--- src/rtl/sram_bus_ctrl_pkg.sv ---
// Shared types and defaults for the SRAM bus controller.
// Holds the FSM state encoding, the request-source tag and parameter defaults.
// No logic lives here; the top and the wait timer import it.
package sram_bus_ctrl_pkg;

    localparam int DEF_ADDR_W   = 20;
    localparam int DEF_RD_WAIT  = 1;
    localparam int DEF_WR_PULSE = 2;
    localparam int TMR_W        = 3;

    typedef enum logic [2:0] {
        ST_IDLE = 3'd0,
        ST_RD   = 3'd1,
        ST_WS   = 3'd2,
        ST_WP   = 3'd3,
        ST_WH   = 3'd4,
        ST_ACK  = 3'd5
    } state_e;

    typedef enum logic {
        SRC_IF  = 1'b0,
        SRC_MEM = 1'b1
    } src_e;

    // Timer reload value, truncated to the counter width.
    function automatic logic [TMR_W-1:0] tmr_val(input int cycles);
        return TMR_W'(cycles);
    endfunction

endpackage

--- src/rtl/sram_bus_ctrl_if.sv ---
// CPU-side bus bundle: instruction fetch port and load/store port.
// Purely wiring; suffixes are named from the controller's point of view.
// Requests are held by the CPU until the matching one-cycle ack.
interface sram_bus_ctrl_if;

    logic        if_ce_i;
    logic [31:0] if_addr_i;
    logic [31:0] if_data_o;
    logic        if_ack_o;

    logic        mem_ce_i;
    logic        mem_we_i;
    logic [31:0] mem_addr_i;
    logic [3:0]  mem_sel_i;
    logic [31:0] mem_data_i;
    logic [31:0] mem_data_o;
    logic        mem_ack_o;

    // CPU side
    modport master (
        output if_ce_i, if_addr_i,
        input  if_data_o, if_ack_o,
        output mem_ce_i, mem_we_i, mem_addr_i, mem_sel_i, mem_data_i,
        input  mem_data_o, mem_ack_o
    );

    // Controller side
    modport slave (
        input  if_ce_i, if_addr_i,
        output if_data_o, if_ack_o,
        input  mem_ce_i, mem_we_i, mem_addr_i, mem_sel_i, mem_data_i,
        output mem_data_o, mem_ack_o
    );

endinterface

--- src/rtl/sram_wait_timer.sv ---
// Small down-counter timing the read-wait and write-pulse phases.
// Load takes effect on the next edge; done_o is high while the count is zero.
// No backpressure: counts down every cycle it is not being loaded.
module sram_wait_timer
    import sram_bus_ctrl_pkg::*;
(
    input  logic             clk,
    input  logic             rst,
    input  logic             load_i,
    input  logic [TMR_W-1:0] load_val_i,
    output logic             done_o
);

    logic [TMR_W-1:0] cnt_q;
    logic [TMR_W-1:0] cnt_d;

    // Reload has priority; otherwise count down and stick at zero.
    always_comb begin
        cnt_d = cnt_q;
        if (load_i) begin
            cnt_d = load_val_i;
        end else if (cnt_q != '0) begin
            cnt_d = cnt_q - 1'b1;
        end
    end

    // Counter register.
    always_ff @(posedge clk) begin
        if (rst) begin
            cnt_q <= '0;
        end else begin
            cnt_q <= cnt_d;
        end
    end

    assign done_o = (cnt_q == '0);

endmodule

--- src/rtl/sram_bus_ctrl.sv ---
// Arbitrates fetch and load/store ports onto one async SRAM with registered strobes.
// Read ack RD_WAIT+2 cycles after accept, write ack WR_PULSE+3; one access per latency+1.
// stall_o holds the CPU while any request is waiting; only IDLE accepts, load/store first.
module sram_bus_ctrl
    import sram_bus_ctrl_pkg::*;
#(
    parameter int ADDR_W   = DEF_ADDR_W,
    parameter int RD_WAIT  = DEF_RD_WAIT,
    parameter int WR_PULSE = DEF_WR_PULSE
) (
    input  logic              clk,
    input  logic              rst,
    sram_bus_ctrl_if.slave    cpu,
    output logic              stall_o,
    output logic [ADDR_W-1:0] ram_addr_o,
    input  logic [31:0]       ram_data_i,
    output logic [31:0]       ram_data_o,
    output logic              ram_data_oe_o,
    output logic [3:0]        ram_be_n_o,
    output logic              ram_ce_n_o,
    output logic              ram_oe_n_o,
    output logic              ram_we_n_o
);

    state_e            state_q;
    src_e              src_q;
    logic [ADDR_W-1:0] ram_addr_q;
    logic [31:0]       wdata_q;
    logic [3:0]        be_n_q;
    logic              ce_n_q;
    logic              oe_n_q;
    logic              we_n_q;
    logic              data_oe_q;
    logic              if_ack_q;
    logic              mem_ack_q;
    logic [31:0]       if_data_q;
    logic [31:0]       mem_data_q;

    logic              tmr_load;
    logic [TMR_W-1:0]  tmr_load_val;
    logic              tmr_done;

    // Byte-lane bits and address bits above the SRAM window alias away.
    logic unused_addr_bits;
    assign unused_addr_bits = ^{cpu.if_addr_i[31:ADDR_W+2], cpu.if_addr_i[1:0],
                                cpu.mem_addr_i[31:ADDR_W+2], cpu.mem_addr_i[1:0]};

    // Reload the timer while in the state just before each timed phase,
    // so it holds the full count on entry to RD or WP.
    always_comb begin
        tmr_load     = 1'b0;
        tmr_load_val = '0;
        case (state_q)
            ST_IDLE: begin
                tmr_load     = 1'b1;
                tmr_load_val = tmr_val(RD_WAIT);
            end
            ST_WS: begin
                tmr_load     = 1'b1;
                tmr_load_val = tmr_val(WR_PULSE - 1);
            end
            default: ;
        endcase
    end

    sram_wait_timer u_timer (
        .clk        (clk),
        .rst        (rst),
        .load_i     (tmr_load),
        .load_val_i (tmr_load_val),
        .done_o     (tmr_done)
    );

    // Access sequencer: every strobe, ack and data register is set on the
    // transition into the state that needs it, so all pins come from flops.
    always_ff @(posedge clk) begin
        if (rst) begin
            state_q    <= ST_IDLE;
            src_q      <= SRC_IF;
            ram_addr_q <= '0;
            wdata_q    <= '0;
            be_n_q     <= 4'hF;
            ce_n_q     <= 1'b1;
            oe_n_q     <= 1'b1;
            we_n_q     <= 1'b1;
            data_oe_q  <= 1'b0;
            if_ack_q   <= 1'b0;
            mem_ack_q  <= 1'b0;
            if_data_q  <= '0;
            mem_data_q <= '0;
        end else begin
            if_ack_q  <= 1'b0;
            mem_ack_q <= 1'b0;
            case (state_q)
                ST_IDLE: begin
                    if (cpu.mem_ce_i) begin
                        src_q      <= SRC_MEM;
                        ram_addr_q <= cpu.mem_addr_i[ADDR_W+1:2];
                        ce_n_q     <= 1'b0;
                        if (cpu.mem_we_i) begin
                            state_q   <= ST_WS;
                            wdata_q   <= cpu.mem_data_i;
                            be_n_q    <= ~cpu.mem_sel_i;
                            data_oe_q <= 1'b1;
                        end else begin
                            state_q <= ST_RD;
                            oe_n_q  <= 1'b0;
                            be_n_q  <= 4'h0;
                        end
                    end else if (cpu.if_ce_i) begin
                        state_q    <= ST_RD;
                        src_q      <= SRC_IF;
                        ram_addr_q <= cpu.if_addr_i[ADDR_W+1:2];
                        ce_n_q     <= 1'b0;
                        oe_n_q     <= 1'b0;
                        be_n_q     <= 4'h0;
                    end
                end
                ST_RD: begin
                    if (tmr_done) begin
                        state_q <= ST_ACK;
                        ce_n_q  <= 1'b1;
                        oe_n_q  <= 1'b1;
                        be_n_q  <= 4'hF;
                        if (src_q == SRC_MEM) begin
                            mem_data_q <= ram_data_i;
                            mem_ack_q  <= 1'b1;
                        end else begin
                            if_data_q <= ram_data_i;
                            if_ack_q  <= 1'b1;
                        end
                    end
                end
                ST_WS: begin
                    state_q <= ST_WP;
                    we_n_q  <= 1'b0;
                end
                ST_WP: begin
                    if (tmr_done) begin
                        state_q <= ST_WH;
                        we_n_q  <= 1'b1;
                    end
                end
                ST_WH: begin
                    state_q   <= ST_ACK;
                    ce_n_q    <= 1'b1;
                    be_n_q    <= 4'hF;
                    data_oe_q <= 1'b0;
                    // Only the load/store port can write.
                    mem_ack_q <= 1'b1;
                end
                ST_ACK: begin
                    state_q <= ST_IDLE;
                end
                default: begin
                    state_q <= ST_IDLE;
                end
            endcase
        end
    end

    assign cpu.if_data_o  = if_data_q;
    assign cpu.if_ack_o   = if_ack_q;
    assign cpu.mem_data_o = mem_data_q;
    assign cpu.mem_ack_o  = mem_ack_q;

    assign stall_o = (cpu.if_ce_i & ~if_ack_q) | (cpu.mem_ce_i & ~mem_ack_q);

    assign ram_addr_o    = ram_addr_q;
    assign ram_data_o    = wdata_q;
    assign ram_data_oe_o = data_oe_q;
    assign ram_be_n_o    = be_n_q;
    assign ram_ce_n_o    = ce_n_q;
    assign ram_oe_n_o    = oe_n_q;
    assign ram_we_n_o    = we_n_q;

endmodule
--- src/flat_wrapper.sv ---
// flat-port wrapper written by rule: the top's interface ports become plain ports
module sram_bus_ctrl_flat import sram_bus_ctrl_pkg::*;
#(
    parameter int ADDR_W   = DEF_ADDR_W,
    parameter int RD_WAIT  = DEF_RD_WAIT,
    parameter int WR_PULSE = DEF_WR_PULSE
)
  (clk, rst, stall_o, ram_addr_o, ram_data_i, ram_data_o, ram_data_oe_o, ram_be_n_o, ram_ce_n_o, ram_oe_n_o, ram_we_n_o, cpu_if_ce_i, cpu_if_addr_i, cpu_if_data_o, cpu_if_ack_o, cpu_mem_ce_i, cpu_mem_we_i, cpu_mem_addr_i, cpu_mem_sel_i, cpu_mem_data_i, cpu_mem_data_o, cpu_mem_ack_o);
  sram_bus_ctrl_if cpu_i ();
  input  logic clk;
  input  logic rst;
  output logic stall_o;
  output logic [ADDR_W-1:0] ram_addr_o;
  input  logic [31:0] ram_data_i;
  output logic [31:0] ram_data_o;
  output logic ram_data_oe_o;
  output logic [3:0] ram_be_n_o;
  output logic ram_ce_n_o;
  output logic ram_oe_n_o;
  output logic ram_we_n_o;
  input wire logic [$bits(cpu_i.if_ce_i)-1:0] cpu_if_ce_i;
  input wire logic [$bits(cpu_i.if_addr_i)-1:0] cpu_if_addr_i;
  output wire logic [$bits(cpu_i.if_data_o)-1:0] cpu_if_data_o;
  output wire logic [$bits(cpu_i.if_ack_o)-1:0] cpu_if_ack_o;
  input wire logic [$bits(cpu_i.mem_ce_i)-1:0] cpu_mem_ce_i;
  input wire logic [$bits(cpu_i.mem_we_i)-1:0] cpu_mem_we_i;
  input wire logic [$bits(cpu_i.mem_addr_i)-1:0] cpu_mem_addr_i;
  input wire logic [$bits(cpu_i.mem_sel_i)-1:0] cpu_mem_sel_i;
  input wire logic [$bits(cpu_i.mem_data_i)-1:0] cpu_mem_data_i;
  output wire logic [$bits(cpu_i.mem_data_o)-1:0] cpu_mem_data_o;
  output wire logic [$bits(cpu_i.mem_ack_o)-1:0] cpu_mem_ack_o;
  assign cpu_i.if_ce_i = cpu_if_ce_i;
  assign cpu_i.if_addr_i = cpu_if_addr_i;
  assign cpu_if_data_o = cpu_i.if_data_o;
  assign cpu_if_ack_o = cpu_i.if_ack_o;
  assign cpu_i.mem_ce_i = cpu_mem_ce_i;
  assign cpu_i.mem_we_i = cpu_mem_we_i;
  assign cpu_i.mem_addr_i = cpu_mem_addr_i;
  assign cpu_i.mem_sel_i = cpu_mem_sel_i;
  assign cpu_i.mem_data_i = cpu_mem_data_i;
  assign cpu_mem_data_o = cpu_i.mem_data_o;
  assign cpu_mem_ack_o = cpu_i.mem_ack_o;
  sram_bus_ctrl #(.ADDR_W(ADDR_W), .RD_WAIT(RD_WAIT), .WR_PULSE(WR_PULSE)) u_core (.clk(clk), .rst(rst), .cpu(cpu_i), .stall_o(stall_o), .ram_addr_o(ram_addr_o), .ram_data_i(ram_data_i), .ram_data_o(ram_data_o), .ram_data_oe_o(ram_data_oe_o), .ram_be_n_o(ram_be_n_o), .ram_ce_n_o(ram_ce_n_o), .ram_oe_n_o(ram_oe_n_o), .ram_we_n_o(ram_we_n_o));
endmodule
--- config.mk ---
export PLATFORM = sky130hd
export DESIGN_NAME = sram_bus_ctrl_flat
export DESIGN_NICKNAME = d
export VERILOG_FILES = /design/src/rtl/sram_bus_ctrl_pkg.sv /design/src/rtl/sram_bus_ctrl_if.sv /design/src/rtl/sram_wait_timer.sv /design/src/rtl/sram_bus_ctrl.sv /design/src/flat_wrapper.sv
export SDC_FILE = /design/constraint.sdc
export NUM_CORES = 1
export LEC_CHECK = 0
export BUFFER_PORTS_ARGS = -buffer_cell sky130_fd_sc_hd__buf_4
export CAP_MARGIN = 20
export CELL_PAD_IN_SITES_DETAIL_PLACEMENT = 0
export CELL_PAD_IN_SITES_GLOBAL_PLACEMENT = 1
export CORE_MARGIN = 4
export CORE_UTILIZATION = 30
export CTS_CLUSTER_SIZE = 14
export DETAILED_ROUTE_END_ITERATION = 10
export PLACE_DENSITY = 0.81
export SKIP_CTS_REPAIR_TIMING = 1
export SYNTH_ARGS = -nofsm -noshare
export SYNTH_HDL_FRONTEND = slang
export SYNTH_SLANG_ARGS = --single-unit
--- constraint.sdc ---
create_clock -name clk -period 6.7 [get_ports clk]
set_clock_uncertainty 0.15 [all_clocks]
set_input_delay 1.34 -clock clk [delete_from_list [all_inputs] [get_ports clk]]
set_output_delay 1.34 -clock clk [all_outputs]
set_load 0.02 [all_outputs]
==> out/metrics.sh <==
NETLIST-CELL-TYPE-COUNT=39
TIMING.FINAL.SETUP_VIOLATIONS=0
DIE_AREA_UM2=20600
HTREEDEPTH=4
CTS.PATH.MAX_BUFFERS=2
SYNTHESIS.YOSYS.WARNINGS=0
TIMING.HOLD.WORST.START='u_core.cpu.mem_data_o[23]'
HPWL_UM=11500
GLOBAL_ROUTE.USAGE.TOTAL=0.164
SYNTH_FF_TYPE='sky130_fd_sc_hd__dfxtp_1'
WORST_IR_DROP_VDD_V=0.000175
FIRST_GLOBAL_VIAS=5166
WHS_PS=309
INSERTEDDIODECOUNT=0
DIE_WD_UM=143
DETAIL_ROUTE.WIRELENGTH_UM=17500
CPPEAKSTAGEDELAY_PS=370
MAPPEDNETLISTAREA_UM2=5510
MAXIMUM_CAPACITANCE_VIOLATIONS=0
PLACEMENT_ROWS=49
RSZ0062_AT_GRT='false'
LAYOUT.CELLS.MOST_COMMON_LIST='sky130_fd_sc_hd__buf_4 (249), sky130_fd_sc_hd__dfxtp_1 (133), sky130_fd_sc_hd__mux2i_1 (59), sky130_fd_sc_hd__a21oi_1 (59), sky130_fd_sc_hd__nand2_1 (39)'
SYN_AREA_PER_CELL_UM2=9.33
CRITPATHKIND='in -> out'
SLEW_VIOLATIONS=0
SYNTH_CELLS=590
LAYOUT_COMMONEST_CELL='sky130_fd_sc_hd__buf_4'
FINAL.SETUP.WORST_SLACK_PS=3110
ROUTE.DETAILED.WL_PER_INST_UM=16.9
GRT-OVFL-TOTAL=0
FINAL_ANTENNA_NET_COUNT=0
INITIAL_ANTENNA_VIOLATION_COUNT=0
NUMCLOCKSINKS=133
CORE_UM2=18000
HOLD_VIOLATIONS=0
PERIOD_SHARE=0.536
WORST_SKEW_PAIR.LATE_LATENCY_PS=410
POST_DR_VIAS_CELL=4.94
STATUS='completed'
SYNTHTOLAYOUTAREAGROWTH_PCT=45.2
FRACTION_OF_FINAL_LAYOUT_CELLS_SIZED_BEYOND_DRIVE_STRENGTH_1=0.358
TIMING_WORST_SLEW_PIN_VALUE_PS=1030
CTS_TREE='yes'
GRT_FIRST_PASS_WIRELENGTH_UM=27000
MAX_FREQ_MHz=279
CTS.ROOT.BUFFER_CELL='sky130_fd_sc_hd__clkbuf_16'
DETAILROUTE.VIA_COUNT=5120
POWER_DENSITY_nW_PER_UM2=313
TIMING.MAX_SLEW.REL_SLACK=0.316
WORST_PATH_MAX_DELAY_CELL='sky130_fd_sc_hd__buf_4'
FIRST_PASS_ITERS=6
MAPPEDNETLISTNETS=729
DRTITER0DRC=238
NFILLCELLS=1853
GRT_START_MAX_NET_PINS=66
SYNTH_SEQ_CELLS=133
CRITICAL_PATH_PEAK_FANOUT=32
GP_ROUTABILITY_CONGESTION=0.737
IO_PINS=264
WORSTPATHARRIVAL_PS=2100
CRITICAL-PATH-TOP-CELL-BY-COUNT='sky130_fd_sc_hd__buf_4'
FINAL_NET_COUNT=934
FIN_SETUP_TNS_PS=0
SETUP.WORST_PATH.END_CLASS='output port'
SYNTH-EDFF-COUNT=0
NUMBER_OF_CTS_INSERTED_BUFFERS=17
HOLD_PATH.CLASS='reg -> reg'
SHARE_OF_ASYNC_SETTABLE_OR_ASYNC_RESETTABLE_FLOPS_AFTER_SYNTHESIS=0
WORST_R2R_STARTPOINT='u_core.u_timer.cnt_q[0]'
YOSYSSEQAREASHARE=0.484
CRITICAL_PATH.STARTPOINT_TYPE='primary input'
DRT_DRC_VIOLATIONS_LEFT=0
REQUIRED_PS=5210
POST-ROUTE-MIN-PERIOD_PS=3590
WORSTSETUPSTARTPOINT='cpu_mem_ce_i'
CP_CELL_SEQUENCE='buf_4, inv_1, o22ai_1, buf_4'
PLACE.PORT_BUFFERS=239
FLOORPLAN.INITIALDENSITY=0.305
CLK_TRANSITION_REPORTED_PATHS_PS=60
FP.DIEH_UM=143
DETAILEDPLACE.WORSTSLACK_PS=3100
POWER_LEAKAGE_nW=3.62
## final cells by class
type | count | area (µm²) | share of cell area
flip-flops and latches | 133 | 2660 | 0.333
multi-input cells | 385 | 2530 | 0.317
repair buffers | 250 | 1900 | 0.237
clock buffers | 21 | 460 | 0.0576
well taps | 229 | 287 | 0.0358
clock inverters | 11 | 125 | 0.0156
inverters | 8 | 30.0 | 0.00376
## cells by family (layout without fill, tap and decap cells)
kind of cell / Yosys count / count (layout) / synth area share
fa+ha+maj: 2 / 2 / 0.00454
xor+xnor: 2 / 2 / 0.00318
flops: 133 / 133 / 0.484
mux: 59 / 59 / 0.107
simple gates: 165 / 165 / 0.160
buf+inv: 72 / 290 / 0.0600
compound gates: 157 / 157 / 0.181
## layer usage
| layer | vias to the layer above | GRT usage | share of wire |
|---|---|---|---|
| li1 | 2532 | - | - |
| met1 | 2389 | 0.210 | 0.44 |
| met2 | 187 | 0.261 | 0.46 |
| met3 | 12 | 0.0576 | 0.093 |
| met4 | 0 | 0.0496 | 0.010 |
| met5 | - | 0 | 0 |
## Yosys cell counts, types with 2 or more instances
cell                       instances  area share
sky130_fd_sc_hd__dfxtp_1         133        0.48
sky130_fd_sc_hd__a21oi_1          59       0.054
sky130_fd_sc_hd__mux2i_1          59        0.11
sky130_fd_sc_hd__clkbuf_1         50       0.034
sky130_fd_sc_hd__nand2_1          39       0.027
sky130_fd_sc_hd__o21ai_0          34       0.031
sky130_fd_sc_hd__nand2b_1         33       0.038
sky130_fd_sc_hd__nand3_1          33       0.030
sky130_fd_sc_hd__nor4_1           31       0.035
sky130_fd_sc_hd__a31o_1           28       0.045
sky130_fd_sc_hd__a211oi_1         24       0.033
sky130_fd_sc_hd__nor2_1           11      0.0075
sky130_fd_sc_hd__buf_6             7       0.014
sky130_fd_sc_hd__inv_1             7      0.0048
sky130_fd_sc_hd__buf_2             6      0.0055
sky130_fd_sc_hd__nor3_1            5      0.0045
sky130_fd_sc_hd__and3b_1           4      0.0064
sky130_fd_sc_hd__a31o_2            3      0.0048
sky130_fd_sc_hd__or3_1             3      0.0034
sky130_fd_sc_hd__ha_1              2      0.0045
## critical path, delay by kind of cell
kind / cells / cell delay (ps)
buffers and inverters: 3 / 620
AO/OA/AOI/OAI: 1 / 140
## worst paths after layout
check	to	slack (ps)	cells after the start
setup / recovery	stall_o	3110	4
hold / removal	u_core.cpu.mem_data_o[23]	310	2
setup reg to reg	u_core.cpu.if_data_o[0]	3730	7
hold reg to reg	u_core.cpu.mem_data_o[23]	310	2
## state kept, by name, indices dropped and copies added (netlist names)
register,flops
u_core.u_timer.cnt_q,3
u_core.ram_oe_n_o,1
u_core.cpu.if_data_o,32
u_core.state_q,3
u_core.ram_we_n_o,1
u_core.cpu.mem_data_o,32
u_core.src_q,1
u_core.cpu.mem_ack_o,1
u_core.cpu.if_ack_o,1
u_core.ram_data_oe_o,1
u_core.ram_ce_n_o,1
u_core.ram_be_n_o,4
u_core.ram_addr_o,20
u_core.ram_data_o,32
## through the flow
stage	std cells	total power, mW	util	area (µm²)
finish	1037	2.50	0.444	8000
global route	1037	2.63	0.444	8000
CTS	1036	2.53	0.442	7970
detailed placement	1004	1.59	0.410	7380
global placement	1004	1.59	0.410	7380
floorplan	590	1.33	-	5510
## where the power goes
part / internal, mW / total [mW] / switching, mW
clock network: 0.569 / 0.924 / 0.354
registers: 0.878 / 0.928 / 0.0505
logic: 0.262 / 0.647 / 0.384
total: 1.71 / 2.50 / 0.789
Power figures use the tool's default switching activity.
